## config.mk

```make
export PLATFORM = sky130hd
export DESIGN_NAME = io_periph_unit
export DESIGN_NICKNAME = d
export VERILOG_FILES = /design/src/rtl/io_periph_unit.sv
export SDC_FILE = /design/constraint.sdc
export NUM_CORES = 1
export LEC_CHECK = 0
export CELL_PAD_IN_SITES_DETAIL_PLACEMENT = 1
export CELL_PAD_IN_SITES_GLOBAL_PLACEMENT = 1
export CORE_MARGIN = 2
export CORE_UTILIZATION = 39
export DETAILED_ROUTE_END_ITERATION = 16
export PLACE_DENSITY = 0.85
export SETUP_SLACK_MARGIN = 0.15
export SKIP_LAST_GASP = 1
export SLEW_MARGIN = 20
export SYNTH_ARGS = -nofsm -noshare
export SYNTH_HDL_FRONTEND = slang
export SYNTH_SLANG_ARGS = --single-unit
```

## constraint.sdc

```tcl
create_clock -name i_clk -period 6.6 [get_ports i_clk]
set_input_delay 0.66 -clock i_clk [delete_from_list [all_inputs] [get_ports i_clk]]
set_output_delay 0.66 -clock i_clk [all_outputs]
set_load 0.02 [all_outputs]
```

## src/rtl/io_periph_unit.sv

```systemverilog
// io_periph_unit: memory-mapped LED/HEX/LCD registers, debounced switches, core step enable
module io_periph_unit #(
  parameter int NUM_HEX = 8,
  parameter int SW_WIDTH = 32,
  parameter int DEBOUNCE_CYCLES = 16,
  parameter int STEP_DIV = 2
) (
  input  logic                   i_clk,
  input  logic                   i_reset,
  input  logic [31:0]            i_addr,
  input  logic [31:0]            i_wdata,
  input  logic [3:0]             i_bmask,
  input  logic                   i_wren,
  input  logic                   i_rden,
  output logic [31:0]            o_rdata,
  output logic                   o_rvalid,
  output logic [31:0]            o_io_ledr,
  output logic [31:0]            o_io_ledg,
  output logic [7*NUM_HEX-1:0]   o_io_hex,
  output logic [31:0]            o_io_lcd,
  input  logic [SW_WIDTH-1:0]    i_io_sw,
  output logic                   o_step_en
);
  localparam int HEX_WORDS = (NUM_HEX + 3) / 4;
  localparam int HW = HEX_WORDS > 1 ? $clog2(HEX_WORDS) : 1;
  localparam int CW = DEBOUNCE_CYCLES > 1 ? $clog2(DEBOUNCE_CYCLES) : 1;
  localparam int SCW = STEP_DIV > 1 ? $clog2(STEP_DIV) : 1;
  localparam logic [29:0] HEX_BASE = 30'h1C08;
  logic [29:0] word, hex_off;
  logic [HW-1:0] hidx;
  logic sel_ledr, sel_ledg, sel_lcd, sel_sw, sel_hex;
  logic [7:0] ledr [4];
  logic [7:0] ledg [4];
  logic [7:0] lcd [4];
  logic [6:0] dig [NUM_HEX];
  logic [31:0] hex_w [HEX_WORDS];
  logic [31:0] rd;
  logic [SW_WIDTH-1:0] s1, s2, s3, sw_db;
  logic [CW-1:0] cnt;
  logic [SCW-1:0] scnt;
  logic unused_addr;
  assign unused_addr = ^i_addr[1:0];
  assign word = i_addr[31:2];
  assign hex_off = word - HEX_BASE;
  assign hidx = hex_off[HW-1:0];
  assign sel_ledr = word == 30'h1C00;
  assign sel_ledg = word == 30'h1C04;
  assign sel_lcd = word == 30'h1C0C;
  assign sel_sw = word == 30'h1E00;
  assign sel_hex = word >= HEX_BASE && hex_off < 30'(HEX_WORDS);
  for (genvar b = 0; b < 4; b++) begin : g_lane
    always_ff @(posedge i_clk or negedge i_reset)
      if (!i_reset) begin
        ledr[b] <= '0;
        ledg[b] <= '0;
        lcd[b] <= '0;
      end else if (i_wren && i_bmask[b]) begin
        if (sel_ledr) ledr[b] <= i_wdata[8*b +: 8];
        if (sel_ledg) ledg[b] <= i_wdata[8*b +: 8];
        if (sel_lcd) lcd[b] <= i_wdata[8*b +: 8];
      end
  end
  assign o_io_ledr = {ledr[3], ledr[2], ledr[1], ledr[0]};
  assign o_io_ledg = {ledg[3], ledg[2], ledg[1], ledg[0]};
  assign o_io_lcd = {lcd[3], lcd[2], lcd[1], lcd[0]};
  // Digits reset to all-ones so the active-low display starts blank
  for (genvar k = 0; k < NUM_HEX; k++) begin : g_dig
    always_ff @(posedge i_clk or negedge i_reset)
      if (!i_reset) dig[k] <= 7'h7F;
      else if (i_wren && sel_hex && hex_off == 30'(k / 4) && i_bmask[k % 4])
        dig[k] <= i_wdata[8*(k % 4) +: 7];
    assign o_io_hex[7*k +: 7] = dig[k];
  end
  for (genvar j = 0; j < HEX_WORDS; j++) begin : g_word
    for (genvar b = 0; b < 4; b++) begin : g_byte
      if (4*j + b < NUM_HEX) begin : g_on
        assign hex_w[j][8*b +: 8] = {1'b0, dig[4*j + b]};
      end else begin : g_off
        assign hex_w[j][8*b +: 8] = 8'h00;
      end
    end
  end
  always_comb
    rd = sel_ledr ? o_io_ledr :
         sel_ledg ? o_io_ledg :
         sel_lcd  ? o_io_lcd :
         sel_hex  ? hex_w[hidx] :
         sel_sw   ? 32'(sw_db) : 32'h0;
  always_ff @(posedge i_clk or negedge i_reset)
    if (!i_reset) begin
      o_rdata <= '0;
      o_rvalid <= 1'b0;
    end else begin
      o_rvalid <= i_rden;
      if (i_rden) o_rdata <= rd;
    end
  // One counter shared by all switch bits: any change restarts the stability window
  always_ff @(posedge i_clk or negedge i_reset)
    if (!i_reset) begin
      s1 <= '0;
      s2 <= '0;
      s3 <= '0;
      sw_db <= '0;
      cnt <= '0;
    end else begin
      s1 <= i_io_sw;
      s2 <= s1;
      if (s2 != s3) begin
        s3 <= s2;
        cnt <= '0;
      end else if (cnt == CW'(DEBOUNCE_CYCLES - 1)) sw_db <= s3;
      else cnt <= cnt + 1'b1;
    end
  always_ff @(posedge i_clk or negedge i_reset)
    if (!i_reset) begin
      scnt <= '0;
      o_step_en <= 1'b0;
    end else begin
      o_step_en <= scnt == SCW'(STEP_DIV - 1);
      scnt <= scnt == SCW'(STEP_DIV - 1) ? '0 : scnt + 1'b1;
    end
endmodule

```

# --- After elaboration in Yosys (flattened, before gate mapping) ---
# Index checks and enable logic that the tools add are counted.
word_totals:
  ff_bits: 319
  in_bits: 104
  output_inout_bits: 186
  wordCells: 86
op_classes:
  add_sub_neg: 3
  magnitude_cmp: 3
  eq_ne: 8
  n_mux: 11
  bitwise_logic: 2
  n_reduce_logical: 30
ops:
  columns: ["cell", "count"]
  rows:
  - ["2-to-1 mux 32 bit", 7]
  - ["== test 30 x 13 -> 1 bit (second input constant)", 4]
  - ["!= test 32 bit", 1]
  - ["2-to-1 mux 31 bit", 1]
  - ["== test 30 x 1 -> 1 bit (second input constant)", 1]
  - ["greater-or-equal comparator 30 x 13 -> 1 bit (second input constant)", 1]
  - ["zero test 30 bit", 1]
  - ["less-than comparator 30 x 2 -> 1 bit (second input constant)", 1]
  - ["subtractor 30 x 13 -> 30 bit (second input constant)", 1]
  - ["AND reduction 2 bit", 13]
  - ["logical AND 1 bit", 16]
  - ["2-to-1 mux 4 bit", 2]
  - ["adder 4 x 1 -> 4 bit (second input constant)", 1]
  - ["== test 4 bit (second input constant)", 1]
  - ["greater-or-equal comparator 2 bit (second input constant)", 1]
  - ["!= test 2 bit (second input constant)", 1]
  - ["NOT 1 -> 2 bit", 1]
  - ["adder 1 bit (second input constant)", 1]
  - ["2-to-1 mux 1 bit", 1]
  - ["NOT 1 bit", 1]

# --- Logic depth before layout (Yosys ltp) ---
# Gate-level depths: netlist of the first run.
depth:
  depth_word: 9
  depth_mapped: 9
  depth_no_buf: 8

# --- Worst setup path after synthesis of the first run ---
# OpenSTA, ideal clock, no wires.
synth_timing:
  path_type: "input -> register"
  from: "input i_addr[29]"
  to: "register dig, in the netlist o_io_hex[0]"
  setup_time_ns: 0.082
  t_arrival_ns: 3.191
  t_required_ns: 6.518
  path_slack_ns: 3.327
  stages: 7
  cell_sequence: "or4_4 a2111o_1 a2111oi_0 or4b_4 buf_6 nor3_4 mux2_2"
synth_via:
  elab_chain_len: 6
  word_cells_on_any_way: 8
  cone_classes: "add/sub: 1; order compare: 2; reduce/logical: 5"
synth_rtl:
  columns: ["element", "line", "source"]
  rows:
  - ["start: declaration", "10", "input logic [31:0] i_addr,"]
  - ["subtractor 30 x 13 -> 30 bit", "44", "assign hex_off = word - HEX_BASE;"]
  - ["less-than comparator 30 x 2 -> 1 bit", "50", "assign sel_hex = word >= HEX_BASE && hex_off < 30'(HEX_WORDS);"]
  - ["logical AND 1 bit", "50", null]
  - ["logical AND 1 bit", "70", "else if (i_wren && sel_hex && hex_off == 30'(k / 4) && i_bmask[k % 4])"]
  - ["logical AND 1 bit (*) (2 in series)", "70", null]
  - ["end signal: indexed assignment", "71", "dig[k] <= i_wdata[8*(k % 4) +: 7];"]
  - ["end: declaration", "35", "logic [6:0] dig [NUM_HEX];"]
# Every way passes the cells marked *; elsewhere a longest branch is shown, timed or not.
# A chain may end at the register's enable or synchronous reset.

# --- Worst setup path after layout of the first run ---
layout_timing:
  from: "input i_addr[14]"
  to: "register lcd, in the netlist o_io_lcd[2]"
layout_via:
  elab_chain_len: 2
layout_rtl:
  columns: ["element", "line", "source"]
  rows:
  - ["== test 30 x 13 -> 1 bit", "48", "assign sel_lcd = word == 30'h1C0C;"]
  - ["AND reduction 2 bit (no line)", null, null]
  - ["end signal: indexed assignment", "60", "if (sel_lcd) lcd[b] <= i_wdata[8*b +: 8];"]
  - ["end: declaration", "34", "logic [7:0] lcd [4];"]
# Every way passes these cells.

==> results of run 1 <==
[kinds of logic (layout without fill, tap and decap cells)]
family / count (synthesis) / in the layout / synth area share [%]
AND/OR/NAND/NOR: 133 / 133 / 5.95
buffers and inverters: 85 / 374 / 2.48
flip-flops: 319 / 319 / 60.5
AO/OA/AOI/OAI: 188 / 188 / 10.5
adder cells (fa/ha/maj): 2 / 2 / 0.188
XOR/XNOR: 36 / 36 / 2.37
multiplexers: 213 / 213 / 18.0
[power breakdown]
| group | internal (µW) | total, µW | switching [µW] |
|---|---|---|---|
| combinational | 119 | 270 | 151 |
| clock | 1160 | 1950 | 787 |
| sequential | 2000 | 2030 | 30.0 |
[layout make-up]
cell class,count,area (µm²)
Inverter,8,30.0
Clock inverter,7,70.1
Sequential cell,319,8050
Timing Repair Buffer,302,2990
Clock buffer,57,1080
Multi-Input combinational cell,572,4960
Tap cell,448,561
Fill cell,3312,15800
[synthesized netlist by cell type, drive strengths merged, types with 3 or more instances]
library cell  count  share of area, %
mux2i             4              0.30
a211o             3              0.20
a31oi            30               1.4
or4               6              0.37
or3               4              0.19
o21a              3              0.17
nand3            16              0.60
a32oi             4              0.26
dfstp            56                11
mux2            209                18
buf               4              0.20
dfrtp           263                49
nor3             16               1.2
a21oi             3              0.11
a2111oi           4              0.40
nor2             35               1.0
nor4             11              0.52
nand2            18              0.51
a22oi            11              0.62
o221ai           27               1.8
xnor2            35               2.3
a21o             24               1.4
inv               7              0.20
o21ai            45               1.7
a221o            25               1.9
nand4            13              0.61
clkbuf           73               2.1
[per-stage QoR]
stage	power, µW	utilization [%]	hold slack, ns	area [µm²]	setup WS (ns)
after floorplan	2150	-	0.331	13300	3.33
final	4250	52.9	0.112	17700	2.35
after global routing	4390	52.9	0.144	17700	2.07
after CTS	4290	52.9	0.117	17700	2.37
after detailed placement	2340	49.5	0.336	16600	1.80
after global placement	2330	49.5	0.336	16600	1.96
[flip-flops by register name (all words and copies together) (netlist names)]
signal     flops
o_io_ledg     32
o_rvalid       1
sw_db         32
o_step_en      1
o_io_lcd      32
s1            32
o_rdata       32
o_io_ledr     32
scnt           1
s3            32
s2            32
o_io_hex      56
cnt            4
[worst register-to-register path: cells and delay by family, from the launching register on]
kind,cells,cell delay (ns)
XOR/XNOR,1,0.21
multiplexers,1,0.44
flip-flops,1,0.43
AND/OR/NAND/NOR,4,1.68
[metal layers]
metal | GRT usage (%) | vias to the layer above | wire [µm]
met1 | 31.4 | 5069 | 18000
met2 | 42.7 | 397 | 22200
met4 | 9.74 | 0 | 1650
li1 | - | 4145 | -
met5 | 0 | - | 0
met3 | 6.52 | 96 | 3430
[worst min-delay path by stage]
stage                     startpoint     end  slack, ns  depth (start not counted)
after global routing         i_reset  s1[19]       0.14                          1
after detailed placement      s1[12]  s2[12]       0.34                          0
final                        i_reset  s1[19]       0.11                          1
after global placement        s1[30]  s2[30]       0.34                          0
after CTS                    i_reset    scnt       0.12                          1
after floorplan                s1[0]   s2[0]       0.33                          0
==> metrics, run 1 <==
DRT Pass-1 Iters 5; crit-path max FO 13; Post-synth ARST share 100%; WL/cell 26.5 µm; reg2reg end sw_db[13]; Synth Warn # 0; Setup crit end kind flop; critical path required time 7.00 ns; RR Startpoint s3[1]; crit path to o_io_lcd[2]; Unique masters post-synth 56; Post-synth EDFFs 0; #FFs+latches synth 319; Tot GR Track Use 25.4%; Mapped Cells 976; Detailed Place HPWL 31,200 µm; Final period util 64.5%; CTS tree yes; Lkg Pwr 0.00773 µW; Worst-Margin Slew 1.06 ns; skew final 0.00917 ns; Clock Pin Slew Worst Setup and Hold Paths 0.06 ns; Die Ht 189 µm; setup bufs post-CTS 0; layout cells sized above 1 28.1%; Syn Std Cell Area 0.0133 mm²; flop2flop setup slack 3.71 ns; CP bufs+invs 2; hold_buf cts 0; ANT nets after route 0; P&R area growth vs syn 33.4%; Setup Total Neg Slack 0 ns; CTS Buf Count 36; vias in the first global route 10,700; # diodes 0; Pins Over Slew Limit 0; Vias/cell 5.67; critical path class in2reg; max_cap viols 0; Overflow after GRT 0; CP peak stage delay 0.84 ns; Crit. Startpoint i_addr[14]; outcome finished, final reports clean; CTS HTree Levels 2; WP data arrival 4.65 ns; critical path's slowest cell nor2_1; worst-case headroom to the max-slew limit 28.8%; Clock Sinks 319; non-filler cells, final 1,713; Nets 1,345; RePlAce Congestion 0.872; DRC viols 0; Worst Reg-to-Reg Cells 6; DR vias 9,707; P per Cell Area 240 mW/mm²; critical-path cell list clkdlybuf4s50_1 > nand3_1 > nor4_1 > nand4_1 > buf_4 > nor2_1 > mux2_2; initial antenna violation count 0; Post-Syn Nets 1,082; Finish-stage setup viols 0; I/O Buffers 287; cell at the root of the clock tree clkbuf_16; commonest cells after routing, fill and taps aside clkdlybuf4s50_1 (284), dfrtp_1 (263), mux2_2 (209), dfstp_2 (56), o21ai_0 (41); largest net degree at the start of global routing 163; Top Family by Delay on Critical Path simple AND/OR/NAND/NOR gates; chip width 189 µm; first-pass GRT wire length 68,000 µm; Worst path depth 7; dpl cells 1,649; Peak VDD IR 161 µV; CP startpoint kind input pin; I/O pins 290; Primary FF master, synth dfrtp_1; Rows 67; worst-case clock buffer depth 3; sequential-to-total area share from yosys stat 60.5%; # resized after CTS 0; most common cell after layout, fill and taps aside clkdlybuf4s50_1; later-pin clock latency in the skew report 0.52 ns; RSZ-0062 raised after global routing no; Core Area 0.0335 mm²; fmax 235 MHz; Hold Crit Class in2async; die area 0.0356 mm²; Initial DRC Count 586; Final Critical Period 4.25 ns; Avg Inst Size Synth 13.6 µm²; Final Hold Viols 0; Initial Util 39.7%; final WL 45,300 µm
Power figures use the tool's default switching activity.
==> run 2, diff against run 1 <==
--- a/config.mk
+++ b/config.mk
@@ -8,9 +8,9 @@
 export CELL_PAD_IN_SITES_DETAIL_PLACEMENT = 1
 export CELL_PAD_IN_SITES_GLOBAL_PLACEMENT = 1
 export CORE_MARGIN = 2
-export CORE_UTILIZATION = 39
+export CORE_UTILIZATION = 37
 export DETAILED_ROUTE_END_ITERATION = 16
-export PLACE_DENSITY = 0.85
+export PLACE_DENSITY = 0.84
 export SETUP_SLACK_MARGIN = 0.15
 export SKIP_LAST_GASP = 1
 export SLEW_MARGIN = 20
==> constraint.sdc (replaced) <==
create_clock -name i_clk -period 3.63 [get_ports i_clk]
set_input_delay 0.363 -clock i_clk [delete_from_list [all_inputs] [get_ports i_clk]]
set_output_delay 0.363 -clock i_clk [all_outputs]
set_load 0.02 [all_outputs]
==> run 2 against run 1 <==
  * Clock-buffer cell count shrank 3
  * Highest routed layer unchanged
  * Largest power group unchanged
  * Sequential share of layout area shrank 1.5 points
  * Global-route usage shrank 0.92 points
  * Non-clock buffer count rose by 55
==> metrics, run 2 (synthesis gave the netlist of run 1 again) <==
Final Util 51.7% (-1.2 points); critical path required time 4.07 ns (-2.93 ns); die area 0.0375 mm² (+5.3%); Seq pwr share 47.8% (about the same); later-pin clock latency in the skew report 0.52 ns (about the same); Overflow after GRT 0 (unchanged); Finish-stage setup viols 0 (unchanged); Final Critical Period 3.30 ns; CTS Buf Count 35 (-2.8%); Worst-Margin Slew 0.632 ns (-0.433 ns); largest net degree at the start of global routing 92 (-44%); Detailed Place HPWL 33,500 µm (+7.3%); Vias/cell 5.54 (-2.2%); DRT Pass-1 Iters 5 (unchanged); crit-path max FO 9 (-4); Initial DRC Count 489 (-17%); Final Hold Viols 0 (unchanged); skew final 0.0162 ns (+0.00704 ns); worst-case clock buffer depth 3 (unchanged); cell at the root of the clock tree clkbuf_16; first-pass GRT wire length 70,300 µm (+3.5%); RSZ-0062 raised after global routing no; max_cap viols 0 (unchanged); I/O pins 290 (unchanged); Setup Total Neg Slack 0 ns (unchanged); WL/cell 25.7 µm (-2.8%); CP startpoint kind input pin; DR vias 9,886 (+1.8%); layout cells sized above 1 31.0% (+2.9 points); CTS HTree Levels 2 (unchanged); worst min-delay path startpoint i_io_sw[18]; combinational power share 6.6% (+0.3 points); chip width 194 µm (+2.6%); Tot GR Track Use 24.4% (-0.92 points); Switching Share 23.2% (+0.40 points); WP data arrival 3.74 ns (-0.91 ns); clock share of power 45.5% (-0.4 points); Int Pwr 5930 µW (+81%); max reg flops 56 (unchanged); RR Startpoint s3[16]; Lkg Pwr 0.00806 µW (+4.2%); CTS tree yes; worst-case headroom to the max-slew limit 57.9% (+29 points); Final period util 90.9%; outcome finished, final reports clean; most common cell after layout, fill and taps aside clkdlybuf4s50_1; sw power 1790 µW (+85%); Initial Util 37.5% (-2.2 points); setup bufs post-CTS 0 (unchanged); Die Ht 194 µm (+2.6%); Clock Sinks 319 (unchanged); initial antenna violation count 2 (+2); commonest cells after routing, fill and taps aside clkdlybuf4s50_1 (284), dfrtp_1 (263), mux2_2 (209), dfstp_2 (56), buf_4 (55); final WL 45,900 µm (+1.3%); P per Cell Area 421 mW/mm² (+76%); total power 7720 µW (+82%); Setup crit end kind flop; Nets 1,399 (+4.0%); Hold Crit Class in2reg; Rows 69 (+3.0%); Core Area 0.0355 mm² (+5.8%); Clock Pin Slew Worst Setup and Hold Paths 0.06 ns (about the same); Pins Over Slew Limit 0 (unchanged); DRC viols 0 (unchanged); Peak VDD IR 321 µV (+100%); RePlAce Congestion 0.889 (+1.9%); fmax 303 MHz; critical path class in2reg; I/O Buffers 287 (unchanged); vias in the first global route 10,900 (+1.7%); P&R area growth vs syn 37.9%; ANT nets after route 0 (unchanged); Crit. Startpoint i_addr[29]
==> run 2: changes by cell type in the layout (fill, tap and decap cells not counted), sizes merged <==
cell,delta
buf,+54
clkinv,+4
clkbuf,-3
diode,+3
dlygate4sd3,+1
inv,-1
==> run 2: per-stage QoR <==
step	setup slack [ns]	std cells	area, µm²	hold WS [ns]
3_3_place_gp	-0.126	1716	17200	0.335
4_1_cts	0.357	1781	18300	0.260
2_1_floorplan	0.654	976	13300	0.0674
3_5_place_dp	-0.179	1716	17200	0.336
5_1_grt	0.255	1782	18300	0.264
6_report	0.330	1784	18300	0.278
==> run 2: layer usage <==
metal | vias up | routed length (µm) | global-route usage (%)
li1 | 4261 | - | -
met1 | 5181 | 18900 | 31.8
met2 | 352 | 22300 | 40.7
met3 | 92 | 2880 | 4.52
met4 | 0 | 1760 | 9.33
met5 | - | 0 | 0
==> run 2: power groups by stage <==
| stage | clock [µW] | sequential, µW | combinational [µW] |
|---|---|---|---|
| floorplan | 0 | 3770 | 145 |
| global placement | 0 | 3750 | 502 |
| detailed placement | 0 | 3760 | 514 |
| CTS | 3590 | 3700 | 518 |
| global route | 3750 | 3700 | 553 |
| finish | 3520 | 3690 | 512 |
==> run 2: repair_timing <==
item / 4_1_cts / 5_1_grt
hold endpoints to repair: 74 / 0
hold buffers: 1 / 0
resized for setup: 0 / 0
==> run 2: final timing paths <==
kind                           endpoint  slack (ns)  cells past startpoint
max in group asynchronous  o_io_hex[22]        2.24                      3
min reg2reg                       s2[4]        0.35                      0
min                              s1[18]        0.28                      1
max                         o_io_hex[0]        0.33                      8
max reg2reg                   sw_db[24]        1.11                      7
min in group asynchronous          scnt        0.39                      2
==> run 2: area by class of cell <==
| type | count | area [µm²] |
|---|---|---|
| fill | 3544 | 17100 |
| sequential | 319 | 8050 |
| multi-input combinational | 572 | 4950 |
| timing repair buffer | 357 | 3570 |
| clock buffer | 54 | 1040 |
| tap | 461 | 577 |
| clock inverter | 10 | 115 |
| inverter | 8 | 30.0 |
| antenna | 3 | 7.51 |
==> run 2: worst max-delay path, stage by stage <==
cell and delay [ns]:
clkdlybuf4s50_1 0.43, or4_4 0.55, a2111o_1 0.39, a2111oi_0 0.52
or4b_4 0.71, nor3_4 0.27, buf_12 0.16, mux2_2 0.34
